===== src/rtl/spiking_systolic_array_param.sv =====
// ============================================================================
// spiking_systolic_array_param
//
// ROWS x COLS output-stationary spiking systolic array. Each accepted input
// beat carries one spike bit per row and one signed weight per column. The
// operands are staggered by skew pipelines. PE(i,j) adds weight j into its
// accumulator whenever row i's spike arrives together with a valid weight.
// A small control FSM (IDLE -> LOAD -> FLUSH -> DONE) collects a tile and
// drains the array. It then holds the results until the writeback side takes
// them.
//
// Handshake rule, both sides: a transfer happens on a rising edge where valid
// and ready are both 1. The producer holds valid and its payload until that
// edge. While out_valid is high, out_data and ovf do not change.
//
// Optional feature: define SPIKING_SSA_SAT_EN to make the accumulators
// saturate at the signed ACC_WIDTH limits. When the macro is not defined,
// the accumulators wrap in two's complement. In both builds ovf reports any
// signed overflow in the current tile.
//
// Ports:
//   clk        clock; all state changes on the rising edge
//   rstn       synchronous active-low reset
//   in_valid   input beat valid
//   in_ready   array accepts a beat (IDLE/LOAD only)
//   in_last    final beat of the tile
//   in_spikes  bit i = spike for row i
//   in_weights slice j = signed weight for column j
//   out_valid  tile result available and held stable
//   out_ready  writeback consumes the result
//   out_data   PE(i,j) accumulator at [(i*COLS+j)*ACC_WIDTH +: ACC_WIDTH]
//   ovf        sticky overflow flag for the current tile
//   dbg_state  current FSM state (0 IDLE, 1 LOAD, 2 FLUSH, 3 DONE)
// ============================================================================
module spiking_systolic_array_param #(
    parameter int ROWS       = 4,
    parameter int COLS       = 4,
    parameter int DATA_WIDTH = 16,
    parameter int ACC_WIDTH  = 24
) (
    input  logic                            clk,
    input  logic                            rstn,
    input  logic                            in_valid,
    output logic                            in_ready,
    input  logic                            in_last,
    input  logic [ROWS-1:0]                 in_spikes,
    input  logic [COLS*DATA_WIDTH-1:0]      in_weights,
    output logic                            out_valid,
    input  logic                            out_ready,
    output logic [ROWS*COLS*ACC_WIDTH-1:0]  out_data,
    output logic                            ovf,
    output logic [1:0]                      dbg_state
);

    localparam int FLUSH_LEN = ROWS + COLS - 1;
    localparam int CW        = $clog2(ROWS + COLS) + 1;

`ifdef SPIKING_SSA_SAT_EN
    localparam logic signed [ACC_WIDTH-1:0] ACC_MAX = {1'b0, {(ACC_WIDTH-1){1'b1}}};
    localparam logic signed [ACC_WIDTH-1:0] ACC_MIN = {1'b1, {(ACC_WIDTH-1){1'b0}}};
`endif

    typedef enum logic [1:0] {S_IDLE, S_LOAD, S_FLUSH, S_DONE} state_t;

    state_t                 r_state;
    logic                   r_in_ready;
    logic                   r_out_valid;
    logic                   r_ovf;
    logic [CW-1:0]          r_cnt;

    logic                   w_accept;
    logic                   w_clear;
    logic [ROWS-1:0]        w_spk_in;
    logic [ROWS-1:0]        w_row_feed;
    logic [COLS*(DATA_WIDTH+1)-1:0] w_col_feed;
    logic [ROWS*COLS-1:0]   w_pe_ovf;

    assign w_accept  = in_valid & r_in_ready;
    // The result is consumed only in DONE; out_ready in other states is ignored.
    assign w_clear   = (r_state == S_DONE) & out_ready;
    // A bubble or an idle cycle enters the pipes as spike=0 and valid=0.
    assign w_spk_in  = in_spikes & {ROWS{w_accept}};

    assign in_ready  = r_in_ready;
    assign out_valid = r_out_valid;
    assign ovf       = r_ovf;
    assign dbg_state = r_state;

    // ------------------------------------------------------------------
    // Control FSM. in_ready and out_valid are registered and follow the
    // next state.
    // ------------------------------------------------------------------
    always_ff @(posedge clk) begin
        if (!rstn) begin
            r_state     <= S_IDLE;
            r_in_ready  <= 1'b0;
            r_out_valid <= 1'b0;
            r_cnt       <= '0;
        end else begin
            case (r_state)
                S_IDLE, S_LOAD: begin
                    r_in_ready <= 1'b1;
                    if (w_accept) begin
                        if (in_last) begin
                            r_state    <= S_FLUSH;
                            r_in_ready <= 1'b0;
                            r_cnt      <= '0;
                        end else begin
                            r_state <= S_LOAD;
                        end
                    end
                end
                S_FLUSH: begin
                    // The last PE updates FLUSH_LEN edges after the last beat.
                    // DONE is entered on the edge after that update.
                    if (r_cnt == CW'(FLUSH_LEN)) begin
                        r_state     <= S_DONE;
                        r_out_valid <= 1'b1;
                    end else begin
                        r_cnt <= r_cnt + 1'b1;
                    end
                end
                S_DONE: begin
                    if (out_ready) begin
                        r_state     <= S_IDLE;
                        r_out_valid <= 1'b0;
                        r_in_ready  <= 1'b1;
                    end
                end
                default: begin
                    r_state    <= S_IDLE;
                    r_in_ready <= 1'b0;
                end
            endcase
        end
    end

    // Sticky tile overflow: OR of every PE's overflow, cleared with the tile.
    always_ff @(posedge clk) begin
        if (!rstn || w_clear) r_ovf <= 1'b0;
        else                  r_ovf <= r_ovf | (|w_pe_ovf);
    end

    // ------------------------------------------------------------------
    // Row skew: row i's spike is delayed by i registers.
    // ------------------------------------------------------------------
    genvar gi, gj;
    for (gi = 0; gi < ROWS; gi++) begin : g_row_skew
        if (gi == 0) begin : g_direct
            assign w_row_feed[gi] = w_spk_in[gi];
        end else begin : g_delay
            logic [gi-1:0] r_chain;
            always_ff @(posedge clk) begin
                if (!rstn) begin
                    r_chain <= '0;
                end else begin
                    r_chain[0] <= w_spk_in[gi];
                    for (int k = 1; k < gi; k++) r_chain[k] <= r_chain[k-1];
                end
            end
            assign w_row_feed[gi] = r_chain[gi-1];
        end
    end

    // ------------------------------------------------------------------
    // Column skew: {valid, weight} for column j is delayed by j registers.
    // ------------------------------------------------------------------
    for (gj = 0; gj < COLS; gj++) begin : g_col_skew
        if (gj == 0) begin : g_direct
            assign w_col_feed[gj*(DATA_WIDTH+1) +: DATA_WIDTH+1] =
                {w_accept, in_weights[gj*DATA_WIDTH +: DATA_WIDTH]};
        end else begin : g_delay
            logic [DATA_WIDTH:0] r_chain [gj];
            always_ff @(posedge clk) begin
                if (!rstn) begin
                    for (int k = 0; k < gj; k++) r_chain[k] <= '0;
                end else begin
                    r_chain[0] <= {w_accept, in_weights[gj*DATA_WIDTH +: DATA_WIDTH]};
                    for (int k = 1; k < gj; k++) r_chain[k] <= r_chain[k-1];
                end
            end
            assign w_col_feed[gj*(DATA_WIDTH+1) +: DATA_WIDTH+1] = r_chain[gj-1];
        end
    end

    // ------------------------------------------------------------------
    // PE grid. Each PE registers its operands. Its right-hand neighbour reads
    // the spike register and the PE below reads the weight register. The
    // total operand delay is i+j+1 edges on both paths.
    // ------------------------------------------------------------------
    for (gi = 0; gi < ROWS; gi++) begin : g_pe_row
        for (gj = 0; gj < COLS; gj++) begin : g_pe_col
            logic                         w_spk_d;
            logic [DATA_WIDTH:0]          w_wt_d;
            logic                         r_spk;
            logic [DATA_WIDTH:0]          r_wt;
            logic signed [ACC_WIDTH-1:0]  r_acc;
            logic signed [DATA_WIDTH-1:0] w_w;
            logic signed [ACC_WIDTH-1:0]  w_ext;
            logic signed [ACC_WIDTH-1:0]  w_sum;
            logic signed [ACC_WIDTH-1:0]  w_next;
            logic                         w_hit;
            logic                         w_ov;

            if (gj == 0) begin : g_spk_edge
                assign w_spk_d = w_row_feed[gi];
            end else begin : g_spk_link
                assign w_spk_d = g_pe_row[gi].g_pe_col[gj-1].r_spk;
            end

            if (gi == 0) begin : g_wt_edge
                assign w_wt_d = w_col_feed[gj*(DATA_WIDTH+1) +: DATA_WIDTH+1];
            end else begin : g_wt_link
                assign w_wt_d = g_pe_row[gi-1].g_pe_col[gj].r_wt;
            end

            assign w_hit = r_spk & r_wt[DATA_WIDTH];
            assign w_w   = r_wt[DATA_WIDTH-1:0];
            assign w_ext = ACC_WIDTH'(w_w);
            assign w_sum = r_acc + w_ext;
            // Overflow: the operands have the same sign and the sum has the other sign.
            assign w_ov  = w_hit & (r_acc[ACC_WIDTH-1] == w_ext[ACC_WIDTH-1])
                                 & (w_sum[ACC_WIDTH-1] != r_acc[ACC_WIDTH-1]);

`ifdef SPIKING_SSA_SAT_EN
            // Clamp toward the sign of the operands that overflowed.
            assign w_next = w_ov ? (r_acc[ACC_WIDTH-1] ? ACC_MIN : ACC_MAX) : w_sum;
`else
            assign w_next = w_sum;
`endif

            always_ff @(posedge clk) begin
                if (!rstn) begin
                    r_spk <= 1'b0;
                    r_wt  <= '0;
                end else begin
                    r_spk <= w_spk_d;
                    r_wt  <= w_wt_d;
                end
            end

            always_ff @(posedge clk) begin
                if (!rstn || w_clear) r_acc <= '0;
                else if (w_hit)       r_acc <= w_next;
            end

            assign w_pe_ovf[gi*COLS+gj] = w_ov;
            assign out_data[(gi*COLS+gj)*ACC_WIDTH +: ACC_WIDTH] = r_acc;
        end
    end

endmodule


===== config.mk =====
export PLATFORM = sky130hd
export DESIGN_NAME = spiking_systolic_array_param
export DESIGN_NICKNAME = d
export VERILOG_FILES = /design/src/rtl/spiking_systolic_array_param.sv
export SDC_FILE = /design/constraint.sdc
export NUM_CORES = 2
export LEC_CHECK = 0
export ABC_AREA = 1
export CORE_ASPECT_RATIO = 0.7
export CORE_UTILIZATION = 59
export CTS_BUF_LIST = sky130_fd_sc_hd__clkbuf_16
export CTS_CLUSTER_DIAMETER = 80
export DETAILED_ROUTE_END_ITERATION = 8
export DONT_BUFFER_PORTS = 1
export PLACE_DENSITY = 0.87
export REMOVE_ABC_BUFFERS = 1
export SKIP_LAST_GASP = 1
export SLEW_MARGIN = 10
export SYNTH_ARGS = -nofsm -noshare
export SYNTH_HDL_FRONTEND = slang
export SYNTH_SLANG_ARGS = --single-unit
export TNS_END_PERCENT = 5

===== constraint.sdc =====
create_clock -name clk -period 2 [get_ports clk]
set_clock_uncertainty 0.1 [all_clocks]
set_input_delay 0.2 -clock clk [delete_from_list [all_inputs] [get_ports clk]]
set_output_delay 0.2 -clock clk [all_outputs]
set_load 0.01 [all_outputs]

==> results.md, run 1 <==
- Status: did not finish
- Fail Step: 5_1_grt
- First error: [ERROR GRT-0116] Global routing finished with congestion. Check the congestion regions in the DRC Viewer.
- EDFF count, synth: 0
- TritonCTS Buffers: 80
- Chip Width: 339 um
- Post-Synth Simple-Gate Area: 25.9%
- Port Buf Inserts: 0
- Top FF cell, synth: dfxtp_1
- Root buf cell: clkbuf_16
- Syn Area/Cell: 6.81 um^2
- Sequential share of the synthesized area: 33.0%
- Total global-route track usage: 78.7%
- Async SR Flop Fraction: 0%
- Post-Synthesis Cell Area: 0.0469 mm^2
- FP Rows: 86
- Clk sink count: 774
- Vias in the first global route: 74,500
- Max H-tree Level: 3
- Ys Warns: 0
- Post-DP Area: 0.0590 mm^2
- Distinct cells, synth: 55
- Mux contribution to synthesized area: 0%
- Io pins: 462
- Die span in y: 238 um
- First-pass GRT wire length: 491,000 um
- CTS Buffer Depth: 3
- Final Wtd Congestion: 1.06
- Flop and latch count out of synthesis: 774
- Cells after synthesis: 6,884
- Post-Synth XOR/XNOR Area: 3.92%
- Largest family of logic cells by synthesized area: simple AND/OR/NAND/NOR gates
- Largest net degree at the start of global routing: 291
- # placed instances: 9,298
- Synth Area in Compound Gates: 15.4%
- GRT Residual Overflow: 884
- Adder-Cell Fraction of Synth Area: 10.5%
- Initial Util: 59.6%
- DP Wirelength: 130,000 um
-- what timing repair did --
action | 4_1_cts
hold buffers | 366
endpoints found under the hold margin | 389
setup endpoints to repair | 263
gates resized for setup | 305
setup buffers | 38
pin swaps | 76
-- metal layers --
layer	track usage, %	overflow
met1	78.9	29
met2	90.6	521
met3	69.9	34
met4	75.7	299
met5	42.7	1
-- Yosys cell counts (58+ instances only) --
master / n / area share (%)
o21bai_1: 58 / 0.93
nand4_1: 82 / 1.1
o211ai_1: 95 / 1.5
xor2_1: 119 / 2.2
ha_1: 369 / 9.8
o21ai_0: 326 / 3.5
nand2_1: 1529 / 12
clkbuf_1: 96 / 0.77
xnor2_1: 91 / 1.7
nor2_1: 873 / 7.0
dfxtp_1: 774 / 33
inv_1: 1216 / 9.7
a21oi_1: 412 / 4.4
nand3_1: 259 / 2.8
-- through the flow --
step / worst slack [ns] / util [%]
after floorplan: -3.02 / -
after global placement: -0.420 / 75.1
after detailed placement: -0.566 / 75.1
after CTS: -0.257 / 85.2
-- cell families after synthesis --
group / count (synthesis)
buf+inv: 1382
fa+ha+maj: 385
flops: 774
simple gates: 2942
compound gates: 1191
xor+xnor: 210
==> run 2, diff against run 1 <==
CORE_ASPECT_RATIO = unset   (was 0.7)
CORE_UTILIZATION = 40   (was 59)
CTS_BUF_LIST = unset   (was sky130_fd_sc_hd__clkbuf_16)
CTS_CLUSTER_DIAMETER = unset   (was 80)
PLACE_DENSITY = unset   (was 0.87)
PLACE_DENSITY_LB_ADDON = 0.15   (was unset)
clock period = 2.6 ns   (was 2 ns; I/O delays follow)
==> results.md, run 2 <==
- DP Wirelength: 117,000 um (was 130,000 um)
- Syn Area/Cell: 6.81 um^2 (unchanged)
- CTS tree: yes
- Port Buf Inserts: 0 (unchanged)
- Via count: 44,500
- Total global-route track usage: 25.1%
- Largest stage delay, worst path: 0.59 ns
- Ys Warns: 0 (unchanged)
- Critical Path Sink Type: flip-flop
- Slew headroom: 47.9%
- Share of cells above drive strength 1: 9.37%
- Largest net degree at the start of global routing: 246
- Power density over the cells: 479 mW/mm^2
- GRT Residual Overflow: 0
- TritonCTS Buffers: 94 (was 80)
- Largest reg by FF count: g_pe_row.g_pe_col.r_acc
- Max Freq: 393 MHz
- FP Rows: 125 (was 86)
- Max H-tree Level: 3 (unchanged)
- Setup WS pre-CTS: -0.294 ns (was -0.566 ns)
- CTS clk-pin slew, worst paths: 0.07 ns
- Worst-Margin Slew: 0.781 ns
- First-pass GRT wire length: 235,000 um
- Setup Viol. Count Final: 0
- Die span in y: 344 um (was 238 um)
- Worst-path fanout max: 10
- Final worst-path cycle share: 97.9%
- Minimum clock period: 2.55 ns
- Initial Util: 40.3% (was 59.6%)
- Post-Synthesis Cell Area: 0.0469 mm^2 (unchanged)
- WS Path Type: flip-flop to flip-flop
- Multi-input logic area: 0.0262 mm^2
- Filler cell count: 11,800
- Worst EP required: 3.04 ns
- Io pins: 462 (unchanged)
- VDD IR-drop max: 0.000486 V
- Area Growth Syn to Fin: 21.9%
- Top FF cell, synth: dfxtp_1 (unchanged)
- Async SR Flop Fraction: 0% (unchanged)
- Post-DP Area: 0.0505 mm^2 (was 0.0590 mm^2)
- Top-count cell post-synth: nand2_1 (unchanged)
- Critical Path Source: g_pe_row[3].g_pe_col[3].r_wt[15]
- Antenna viol nets, final: 0
- FF+latch area: 0.0155 mm^2
- Total negative slack: 0 ns
- Status: complete, no violations (was did not finish)
- Vias/cell: 4.92
- Worst setup endpoint: ovf
- Path depth of the worst reg2reg path: 13
- Lkg Pwr: 31.3 nW
- Final Net Count: 7,910
- First-pass DRT Iterations: 7
- Root buf cell: clkbuf_16 (unchanged)
- R2R setup slack: 0.05 ns
- CTS Buffer Depth: 3 (unchanged)
- Worst hold path class: input pin to flip-flop
- Crit path cell chain: ha_1, nand2_1, inv_1, nand2_1, nand2_1, a21oi_1, nand4_1, nand3_1, nand2_1, nor2_2, nand3_1, nor2_1, nor2_1
- Sequential share of the synthesized area: 33.0% (unchanged)
- Distinct cells, synth: 55 (unchanged)
- Cells after synthesis: 6,884 (unchanged)
- Synth cell count leaders: nand2_1 (1,529), inv_1 (1,216), nor2_1 (873), dfxtp_1 (774), a21oi_1 (412) (unchanged)
- Worst Path Buf+Inv: 1
- Worst path depth: 13
- DR DRC count: 0
- Max reg flops: 384
- Ant diodes: 0
- Post-CTS Setup Bufs: 0 (was 38)
- Initial drt markers: 2,224
- Arrival time worst endpoint: 2.98 ns
- Worst-skew pair later-pin latency: 0.67 ns
- Antenna violations before repair: 1
- Maxcap violations: 0
- EDFF count, synth: 0 (unchanged)
- Cell taking the most area after synthesis: dfxtp_1 (unchanged)
- Flop and latch count out of synthesis: 774 (unchanged)
- Core Box Area: 0.116 mm^2
- Vias in the first global route: 42,500
- Die ar.: 0.119 mm^2
- Final Wtd Congestion: 0.954 (was 1.06)
- Chip Width: 344 um (was 339 um)
- Pins over their slew limit: 0
- Clk sink count: 774 (unchanged)
- Final setup margin: 0.0535 ns
- Final Cell Area: 0.0571 mm^2
- RR Endpoint: ovf
- Largest registers: g_pe_row.g_pe_col.r_acc x384, g_pe_row.g_pe_col.r_wt x262, g_col_skew.g_delay.r_chain x97
- Worst setup SP type: flip-flop
- CP max-delay cell: dfxtp_1
- Top post-synthesis cells by area: dfxtp_1 (33%), nand2_1 (12%), ha_1 (9.8%) (unchanged)
- Final WL: 153,000 um
- Final hold vios: 0
- Unrepaired setup endpoints after global routing: yes
- Top cell type's share of synthesized area: 33.0% (unchanged)
- Origin of the critical flop-to-flop path: g_pe_row[3].g_pe_col[3].r_wt[15]
- CP top delay family: simple AND/OR/NAND/NOR gates
- Commonest non-fill, non-tap cells in the layout: nand2_1 (1,528), inv_1 (1,216), nor2_1 (871)
- Post-route core utilization: 49.2%
- Routed len/inst: 16.9 um
- Crit-path most repeated cell: nand2_1
- Most common cell after layout, fill and taps aside: nand2_1
## run 2: cell counts after synthesis
Identical to the previous run, type by type.
## run 2: worst register-to-register path: stages (launching register included)
cell and delay [ns]:
dfxtp_1 0.59, ha_1 0.38, nand2_1 0.15, inv_1 0.06
nand2_1 0.07, nand2_1 0.08, a21oi_1 0.22, nand4_1 0.12
nand3_1 0.12, nand2_1 0.09, nor2_2 0.18, nand3_1 0.11
nor2_1 0.10, nor2_1 0.05
## run 2: power by group
part           internal [mW]  switching, mW  total, mW
clock network           8.44           5.57       14.0
logic                  0.498          0.654       1.15
registers               12.0          0.147       12.2
total                   21.0           6.37       27.4
## run 2: per-stage QoR
| step | cells | power (mW) | hold WS [ns] |
|---|---|---|---|
| detailed placement | 8554 | 13.3 | 0.261 |
| CTS | 9055 | 27.7 | 0.0722 |
| finish | 9055 | 27.4 | 0.153 |
| floorplan | 6732 | 12.9 | 0.253 |
| global placement | 8554 | 13.3 | 0.258 |
| global route | 9055 | 28.4 | 0.146 |
## run 2: final cells by class
cell class | count | area share [%]
multi-input cells | 4728 | 45.8
clock inverters | 55 | 1.24
flip-flops and latches | 774 | 27.1
repair buffers | 624 | 9.83
well taps | 1524 | 3.34
clock buffers | 120 | 4.52
inverters | 1230 | 8.09
## run 2: cell families (layout without fill, tap and decap cells)
group / after synthesis / count (layout) / synth area share (%)
adders and majority gates: 385 / 385 / 10.5
buffers and inverters: 1382 / 2029 / 11.2
DFF: 774 / 774 / 33.0
and+or+nand+nor: 2942 / 2942 / 25.9
xor gates and xnor gates: 210 / 210 / 3.92
AOI/OAI and AO/OA: 1191 / 1191 / 15.4
## run 2: what timing repair did
action	CTS	global route
endpoints found under the setup margin	1	6
gates resized for setup	11	8
hold endpoints to repair	386	0
hold buffers	326	0
cloned	0	0
## run 2: worst min path at each step
stage,from,endpoint,cells after the start
after floorplan,rstn,g_col_skew[1].g_delay.r_chain[0][0],2
after global placement,in_weights[48],g_col_skew[3].g_delay.r_chain[0][0],2
after detailed placement,in_weights[10],g_pe_row[0].g_pe_col[0].r_wt[10],2
after CTS,rstn,g_col_skew[3].g_delay.r_chain[1][4],3
after global routing,rstn,g_pe_row[0].g_pe_col[0].r_wt[4],3
final,rstn,g_pe_row[0].g_pe_col[0].r_wt[4],3
## run 2: routing by layer
| metal | GRT usage (%) | vias to the layer above | wire (um) |
|---|---|---|---|
| met4 | 7.80 | 0 | 4300 |
| met3 | 5.57 | 211 | 9280 |
| met2 | 42.7 | 830 | 70700 |
| li1 | - | 23000 | - |
| met5 | 0 | - | 0 |
| met1 | 31.5 | 20500 | 68500 |
(Power assumes the default switching activity.)
